`src/rtl/ctrl_pkg.sv`:
```
// Opcode map, logic-unit op encodings and decoded-opcode record for the bit-serial control unit.
package ctrl_pkg;

  localparam logic [3:0] OP_NOP0 = 4'h0;
  localparam logic [3:0] OP_LD   = 4'h1;
  localparam logic [3:0] OP_LDC  = 4'h2;
  localparam logic [3:0] OP_AND  = 4'h3;
  localparam logic [3:0] OP_ANDC = 4'h4;
  localparam logic [3:0] OP_OR   = 4'h5;
  localparam logic [3:0] OP_ORC  = 4'h6;
  localparam logic [3:0] OP_XNOR = 4'h7;
  localparam logic [3:0] OP_STO  = 4'h8;
  localparam logic [3:0] OP_STOC = 4'h9;
  localparam logic [3:0] OP_IEN  = 4'hA;
  localparam logic [3:0] OP_OEN  = 4'hB;
  localparam logic [3:0] OP_JMP  = 4'hC;
  localparam logic [3:0] OP_RTN  = 4'hD;
  localparam logic [3:0] OP_SKZ  = 4'hE;
  localparam logic [3:0] OP_NOPF = 4'hF;

  localparam logic [2:0] LUOP_NONE = 3'b000;
  localparam logic [2:0] LUOP_LD   = 3'b001;
  localparam logic [2:0] LUOP_LDC  = 3'b010;
  localparam logic [2:0] LUOP_AND  = 3'b011;
  localparam logic [2:0] LUOP_ANDC = 3'b100;
  localparam logic [2:0] LUOP_OR   = 3'b101;
  localparam logic [2:0] LUOP_ORC  = 3'b110;
  localparam logic [2:0] LUOP_XNOR = 3'b111;

  typedef struct packed {
    logic [2:0] luop;
    logic       is_lu;
    logic       is_sto;
    logic       is_ien;
    logic       is_oen;
    logic       is_jmp;
    logic       is_rtn;
    logic       is_skz;
    logic       is_nop0;
    logic       is_nopf;
  } dec_t;

endpackage

```
`src/rtl/ctrl_decode.sv`:
```
// Combinational opcode decoder: one-hot class flags plus the logic-unit op the opcode implies.
module ctrl_decode
  import ctrl_pkg::*;
(
  input  logic [3:0] op,
  output dec_t       dec
);

  always_comb begin
    dec = '0;
    unique case (op)
      OP_NOP0: dec.is_nop0 = 1'b1;
      OP_STO: begin
        dec.is_sto = 1'b1;
        dec.luop   = LUOP_LD;
      end
      OP_STOC: begin
        dec.is_sto = 1'b1;
        dec.luop   = LUOP_LDC;
      end
      OP_IEN:  dec.is_ien  = 1'b1;
      OP_OEN:  dec.is_oen  = 1'b1;
      OP_JMP:  dec.is_jmp  = 1'b1;
      OP_RTN:  dec.is_rtn  = 1'b1;
      OP_SKZ:  dec.is_skz  = 1'b1;
      OP_NOPF: dec.is_nopf = 1'b1;
      // 1..7 map straight onto the logic-unit encodings
      default: begin
        dec.is_lu = 1'b1;
        dec.luop  = op[2:0];
      end
    endcase
  end

endmodule

```
`src/rtl/ctrl_seq.sv`:
```
// Bit-serial control unit: decodes valid opcodes into registered luop, lane masks and one-cycle strobes.
// All outputs registered (opcode at edge N visible after edge N); a pending skip discards the next valid opcode.
module ctrl_seq
  import ctrl_pkg::*;
#(
  parameter int DATA_W = 8,
  parameter int OP_W   = 4
) (
  input  logic              clk,
  input  logic              rst,
  input  logic [OP_W-1:0]   instruction,
  input  logic              instr_valid,
  input  logic [DATA_W-1:0] data,
  input  logic              rr_zero,
  output logic [2:0]        luop,
  output logic              lu_en,
  output logic [DATA_W-1:0] ien,
  output logic [DATA_W-1:0] oen,
  output logic [DATA_W-1:0] sto,
  output logic              jmp,
  output logic              rtn,
  output logic              flag0,
  output logic              flagf,
  output logic              skip
);

  if (OP_W != 4) begin : g_op_w_check
    $error("ctrl_seq: OP_W must be 4");
  end

  dec_t dec;

  ctrl_decode u_decode (
    .op  (instruction[3:0]),
    .dec (dec)
  );

  logic [2:0]        luop_q,  luop_d;
  logic              lu_en_q, lu_en_d;
  logic [DATA_W-1:0] ien_q,   ien_d;
  logic [DATA_W-1:0] oen_q,   oen_d;
  logic [DATA_W-1:0] sto_q,   sto_d;
  logic              jmp_q,   jmp_d;
  logic              rtn_q,   rtn_d;
  logic              flag0_q, flag0_d;
  logic              flagf_q, flagf_d;
  logic              skip_q,  skip_d;

  always_comb begin
    luop_d  = luop_q;
    ien_d   = ien_q;
    oen_d   = oen_q;
    skip_d  = skip_q;
    lu_en_d = 1'b0;
    sto_d   = '0;
    jmp_d   = 1'b0;
    rtn_d   = 1'b0;
    flag0_d = 1'b0;
    flagf_d = 1'b0;

    if (instr_valid) begin
      if (skip_q) begin
        // discarded opcode only consumes the skip; a skipped RTN/SKZ cannot re-arm it
        skip_d = 1'b0;
      end else begin
        if (dec.is_lu) begin
          luop_d  = dec.luop;
          lu_en_d = 1'b1;
        end
        if (dec.is_sto) begin
          luop_d = dec.luop;
          sto_d  = oen_q;
        end
        if (dec.is_ien) ien_d = data;
        if (dec.is_oen) oen_d = data;
        jmp_d   = dec.is_jmp;
        rtn_d   = dec.is_rtn;
        flag0_d = dec.is_nop0;
        flagf_d = dec.is_nopf;
        if (dec.is_rtn) skip_d = 1'b1;
        if (dec.is_skz) skip_d = rr_zero;
      end
    end
  end

  always_ff @(posedge clk or posedge rst) begin
    if (rst) begin
      luop_q  <= LUOP_NONE;
      lu_en_q <= 1'b0;
      ien_q   <= '0;
      oen_q   <= '0;
      sto_q   <= '0;
      jmp_q   <= 1'b0;
      rtn_q   <= 1'b0;
      flag0_q <= 1'b0;
      flagf_q <= 1'b0;
      skip_q  <= 1'b0;
    end else begin
      luop_q  <= luop_d;
      lu_en_q <= lu_en_d;
      ien_q   <= ien_d;
      oen_q   <= oen_d;
      sto_q   <= sto_d;
      jmp_q   <= jmp_d;
      rtn_q   <= rtn_d;
      flag0_q <= flag0_d;
      flagf_q <= flagf_d;
      skip_q  <= skip_d;
    end
  end

  assign luop  = luop_q;
  assign lu_en = lu_en_q;
  assign ien   = ien_q;
  assign oen   = oen_q;
  assign sto   = sto_q;
  assign jmp   = jmp_q;
  assign rtn   = rtn_q;
  assign flag0 = flag0_q;
  assign flagf = flagf_q;
  assign skip  = skip_q;

endmodule

```
`config.mk`:
```
export PLATFORM = sky130hd
export DESIGN_NAME = ctrl_seq
export DESIGN_NICKNAME = d
export VERILOG_FILES = /design/src/rtl/ctrl_pkg.sv /design/src/rtl/ctrl_decode.sv /design/src/rtl/ctrl_seq.sv
export SDC_FILE = /design/constraint.sdc
export NUM_CORES = 1
export LEC_CHECK = 0
export ABC_AREA = 1
export BUFFER_PORTS_ARGS = -buffer_cell sky130_fd_sc_hd__buf_2
export CORE_AREA = 10 10 70 72
export DETAILED_ROUTE_END_ITERATION = 8
export DIE_AREA = 0 0 80 82
export SKIP_LAST_GASP = 1
export SYNTH_ARGS = -nofsm -noshare
export SYNTH_HDL_FRONTEND = slang
export SYNTH_SLANG_ARGS = --single-unit
export TNS_END_PERCENT = 10
```
`constraint.sdc`:
```
create_clock -name clk -period 1.7 [get_ports clk]
set_clock_uncertainty 0.05 [all_clocks]
set_input_delay 0.34 -clock clk [delete_from_list [all_inputs] [get_ports clk]]
set_output_delay 0.34 -clock clk [all_outputs]
set_load 0.05 [all_outputs]
```
==> results of run 1 <==
report_power, final:
part | internal [uW] | total, uW | switching (uW)
combinational | 159 | 682 | 522
sequential | 880 | 944 | 63.3
clock | 240 | 492 | 253
total | 1280 | 2120 | 838
logic make-up after synthesis:
family / share of synthesized area, %
buffers and inverters: 8.75
flip-flops: 60.2
AND/OR/NAND/NOR: 20.1
AO/OA/AOI/OAI: 10.9
path summary, 6_finish.rpt:
kind	start	endpoint	cells after the start
min in group clk	instruction[3]	flag0	2
worst min-delay path	rst	ien[5]	3
worst max register to register	skip	ien[6]	4
max in group asynchronous	rst	ien[2]	3
worst max-delay path	skip	skip	1
worst min register to register	ien[5]	ien[5]	2
state kept, by name, summed over array words and instances, names as in the netlist:
| name | flops |
|---|---|
| lu_en | 1 |
| rtn | 1 |
| jmp | 1 |
| skip | 1 |
| sto | 8 |
| luop | 3 |
| ien | 8 |
| oen | 8 |
| flag0 | 1 |
| flagf | 1 |
layer usage:
layer  part of all wire [%]  routed length, um  global-route usage [%]
met1                     41               1210                    9.94
met5                      0                  0                       0
met2                     48               1440                    15.0
met4                    1.5                 44                    3.70
met3                    9.4                279                    5.24
cell type report:
cell class              instances  area (sq um)
inverters                      24          90.1
well taps                      48          60.1
fillers                       365          1850
clock buffers                   7          65.1
clock inverters                 1          5.00
repair buffers                 50           255
multi-input cells              79           427
flip-flops and latches         33           826
cell usage in the layout (no fill, tap or decap), drive strengths merged:
master  synthesis  final
buf             3     50
clkbuf          0      7
clkinv          0      1
dfrtp          33     33
inv            24     24
nand2          37     37
nand3           6      6
nor2           16     16
nor3            2      2
o21ai          18     18
through the flow:
stage	cells	setup WS [ns]	area (sq um)	total power [uW]	utilization [%]
6_report	242	0.270	1730	2120	48.3
5_1_grt	242	0.214	1730	2230	48.3
4_1_cts	242	0.249	1730	2150	48.3
3_5_place_dp	234	0.283	1660	1650	46.3
3_3_place_gp	234	0.331	1660	1640	46.3
2_1_floorplan	139	0.301	1370	1470	-
==> impl_metrics.toml, run 1 <==
[detailed_routing]
routed-via-count = 1040
viasPerCell = 4.30
first_pass_iters = 4
drt-initial-drc-count = 42
finalWirelength_mm = 2.98
drc = 0
postRouteAntennaNets = 0
wl_per_cell_um = 12.3

[timing]
tightest_slew_ns = 0.402
slew_headroom_pct = 73.2
finalMaxSlewViolations = 0
hold_ws_ns = 0.0275
rsz0062_at_grt = "no"
post-route-period-util_pct = 84.1
setup_viol = 0
hold_violations = 0
fmax_mhz = 699
min_period_ns = 1.43
setup_tns_ns = 0

[worst_hold_path]
hp-class = "in -> async"

[grt]
track_usage_pct = 9.30
grt_max_degree = 34
antenna_found_initial = 0
grt.overflow.total = 0
grt_pass1_wl_mm = 4.76
first_global_vias = 1019

[place]
detailed_place_hpwl_mm = 2.37
io_buffers = 48
place_congestion = 0.791

[pwr]
ir_worst_vdd_mv = 0.492
power_density_nw_per_um2 = 1230
p_leak_uw = 0.00100

[floorplanning]
start_util_pct = 38.4
io_pins = 49
rows = 22
dieArea_sq_um = 6560
dieHeight_um = 82
die_w_um = 80
core_sq_um = 3580

[yosys]
netlist_instances = 139
yosysWarningCount = 0
synthArstFlopShare_pct = 100
synth_area_sq_um = 1370
synth_top_area_share_pct = 60.2
synth_common_cells = "33 x dfrtp_1, 32 x nand2_1, 23 x inv_1"
yosysTopAreaCell = "dfrtp_1"
synth_cell_types = 15
postSynthAreaPerCell_sq_um = 9.87
synth_ff_type = "dfrtp_1"
syn-num-nets = 155
ys_seq_elements = 33
ys_seq_area_share_pct = 60.2
ys_top_cells_by_area = "dfrtp_1 60%, o21ai_2 10%, nand2_1 8.8%"
yosysMostFrequentCell = "dfrtp_1"
synth_edf_count = 0

[cells_and_area]
nets = 209
num_antenna_cells = 0
drive_gt1_share_pct = 43.8
areaGrowthSynthToFinish_pct = 25.9

[worst_setup_path]
max_stage_delay_ns = 0.42
start_kind = "flop"
cp_top_family = "flip-flops"
rrSetupSlack_ns = 0.35
critPathCaptureType = "output pin"
arrival_ns = 1.04
path_class = "reg -> out"
crit_buf_inv = 1
critPathMaxFanout = 4
critical_path_required_ns = 1.31
cp_slowest_cell = "dfrtp_1"
cp_cell_sequence = "buf_2"

[cts]
cts_root_buffer = "clkbuf_4"
cts_tree = "yes"
cts.sinks = 33
clk_pin_slew_ns = 0.10
hold_buffers = 0
htreeDepth = 2
clockBufferDepth = 2
numCtsBuffers = 5
cts_resized = 0
cts_setup_buffers = 0
insertion_delay_ns = 0.33

[flow_run]
drv_cap = 0

[status]
run_status = "completed"
Note: power is estimated with default switching activity, not from simulation.
==> run 2, diff against run 1 <==
--- a/config.mk
+++ b/config.mk
@@ -5,11 +5,11 @@
 export SDC_FILE = /design/constraint.sdc
 export NUM_CORES = 1
 export LEC_CHECK = 0
-export ABC_AREA = 1
+export ABC_AREA = 0
 export BUFFER_PORTS_ARGS = -buffer_cell sky130_fd_sc_hd__buf_2
-export CORE_AREA = 10 10 70 72
+export CORE_AREA = 10 10 69 71
 export DETAILED_ROUTE_END_ITERATION = 8
-export DIE_AREA = 0 0 80 82
+export DIE_AREA = 0 0 79 81
 export SKIP_LAST_GASP = 1
 export SYNTH_ARGS = -nofsm -noshare
 export SYNTH_HDL_FRONTEND = slang
==> constraint.sdc (replaced) <==
create_clock -name clk -period 1.5 [get_ports clk]
set_clock_uncertainty 0.05 [all_clocks]
set_input_delay 0.3 -clock clk [delete_from_list [all_inputs] [get_ports clk]]
set_output_delay 0.3 -clock clk [all_outputs]
set_load 0.05 [all_outputs]
==> impl_metrics.toml, run 2 <==
[timing]
fmax_mhz = 621
setup_viol = 25
post-route-period-util_pct = 107
tightest_slew_ns = 0.410
rsz0062_at_grt = "yes"
hold_violations = 0
min_period_ns = 1.61
finalMaxSlewViolations = 0
setup_ws_ns = -0.111
slew_headroom_pct = 72.7

[pwr]
ir_worst_vdd_mv = 0.616
p_sw_uw = 1050
power_density_nw_per_um2 = 1460
p_comb_share_pct = 33.7
switching_share_pct = 38.3
pwr-share-seq_pct = 40.6
p_leak_uw = 0.000957
power_frac_clock_pct = 25.8
intPower_uw = 1680

[yosys]
postSynthAreaPerCell_sq_um = 12.9
ys_seq_elements = 33
synth_edf_count = 0
netlist_instances = 102
yosysWarningCount = 0
ys_top_cells_by_area = "dfrtp_1 63%, mux2_2 14%, and2_1 3.8%"
synth_top_area_share_pct = 62.7
syn-num-nets = 118
synth_common_cells = "33 x dfrtp_1, 16 x mux2_2, 8 x and2_1"
synth_cell_types = 25
synth_area_sq_um = 1320
yosysMostFrequentCell = "dfrtp_1"
synth_ff_type = "dfrtp_1"
ys_seq_area_share_pct = 62.7
synthArstFlopShare_pct = 100
yosysTopAreaCell = "dfrtp_1"

[status]
run_status = "finished with violations"
violations = "setup timing"

[grt]
track_usage_pct = 10.7
grt.overflow.total = 0
grt_max_degree = 34
antenna_found_initial = 0
grt_pass1_wl_mm = 5.33
first_global_vias = 1040

[cells_and_area]
multiInputGateArea_sq_um = 517
final_common_cell = "buf_2"
layout.cells.non_filler = 217
areaGrowthSynthToFinish_pct = 41.4
nets = 184
num_antenna_cells = 0
layout_common_cells = "48 x buf_2, 32 x dfrtp_1, 12 x buf_4"
drive_gt1_share_pct = 53.8
fin_area_sq_um = 1860
fillCellCount = 347
final-seq-area_sq_um = 827

[worst_setup_path]
rr_endpoint = "ien[7]"
critical_path_required_ns = 1.68
start_kind = "flop"
critPathCaptureType = "flop"
critPathMaxFanout = 4
rr_startpoint = "skip"
path_class = "reg -> reg"
rr_worst_depth = 4
arrival_ns = 1.79
rrSetupSlack_ns = -0.11

[cts]
insertion_delay_ns = 0.34
clk_pin_slew_ns = 0.10
clockBufferDepth = 2
numCtsBuffers = 5
cts_root_buffer = "clkbuf_4"
cts_tree = "yes"
cts.sinks = 33
htreeDepth = 2

[place]
dpl-instance-area_sq_um = 1700
placed_cells = 207
io_buffers = 48
detailed_place_hpwl_mm = 2.55
place_congestion = 0.822

[floorplanning]
io_pins = 49
core_sq_um = 3520
dieArea_sq_um = 6400
start_util_pct = 37.4
rows = 22
die_w_um = 79
dieHeight_um = 81

[detailed_routing]
drt-initial-drc-count = 50
routed-via-count = 1023
viasPerCell = 4.71
finalWirelength_mm = 3.36
wl_per_cell_um = 15.5
postRouteAntennaNets = 0
first_pass_iters = 4
drc = 0

[worst_hold_path]
hp-class = "in -> reg"
hold_path_depth = 2
min_to = "ien[5]"
hold_start = "data[5]"

[flow_run]
drv_cap = 0
[run 2: how the worst max path moves through the flow]
stage	end	cells past startpoint	slack [ns]	from
finish	ien[7]	4	-0.11	skip
global route	ien[3]	4	-0.16	skip
CTS	ien[7]	4	-0.1	skip
detailed placement	ien[7]	5	-0.25	instruction[2]
global placement	ien[2]	5	-0.23	instruction[2]
floorplan	ien[0]	4	-0.42	skip
[run 2: what timing repair did]
item	in CTS	in global routing
resized for setup	11	3
setup endpoints to repair	25	27
hold buffers	1	0
hold endpoints to repair	33	0
pin swaps	2	0
setup buffers	1	0
[run 2: logic make-up after synthesis]
| group | synth area share [%] |
|---|---|
| and+or+nand+nor | 16.8 |
| DFF | 62.7 |
| muxes | 13.7 |
| AOI/OAI and AO/OA | 4.75 |
| buffers and inverters | 2.09 |
[run 2: final cells by class]
class / instances / area share [%]
inverters: 3 / 0.604
flip-flops and latches: 33 / 44.4
multi-input cells: 62 / 27.7
clock inverters: 1 / 1.61
clock buffers: 7 / 2.95
repair buffers: 63 / 19.5
well taps: 48 / 3.22
[run 2: through the flow]
| stage | hold slack, ns | setup TNS (ns) | setup slack [ns] | power [uW] | util, % |
|---|---|---|---|---|---|
| after floorplan | 0.345 | -7.37 | -0.418 | 1750 | - |
| after global placement | 0.348 | -3.32 | -0.226 | 1980 | 48.3 |
| after detailed placement | 0.363 | -3.55 | -0.254 | 2010 | 48.3 |
| after CTS | 0.144 | -1.77 | -0.0990 | 2740 | 52.3 |
| after global routing | 0.147 | -3.40 | -0.161 | 2840 | 52.9 |
| final | 0.146 | -1.49 | -0.111 | 2730 | 52.9 |
[run 2: routing by layer]
metal,part of all wire [%],vias to the layer above,track usage [%]
met4,2.6,0,6.99
met5,0,-,0
met2,50,28,18.1
li1,-,482,-
met1,42,505,11.6
met3,5.6,8,3.20
[run 2: worst max-delay path, cell delays in order, from the launching register on]
cell and delay, ns:
dfrtp_2 0.41, or3b_4 0.41, nor3_4 0.18, buf_6 0.16, mux2_4 0.30
[run 2: power by group through the flow]
stage | clock [uW] | combinational (uW) | sequential, uW
floorplan | 0 | 170 | 1580
global placement | 0 | 869 | 1110
detailed placement | 0 | 884 | 1120
CTS | 712 | 925 | 1110
global route | 755 | 962 | 1120
finish | 703 | 918 | 1110
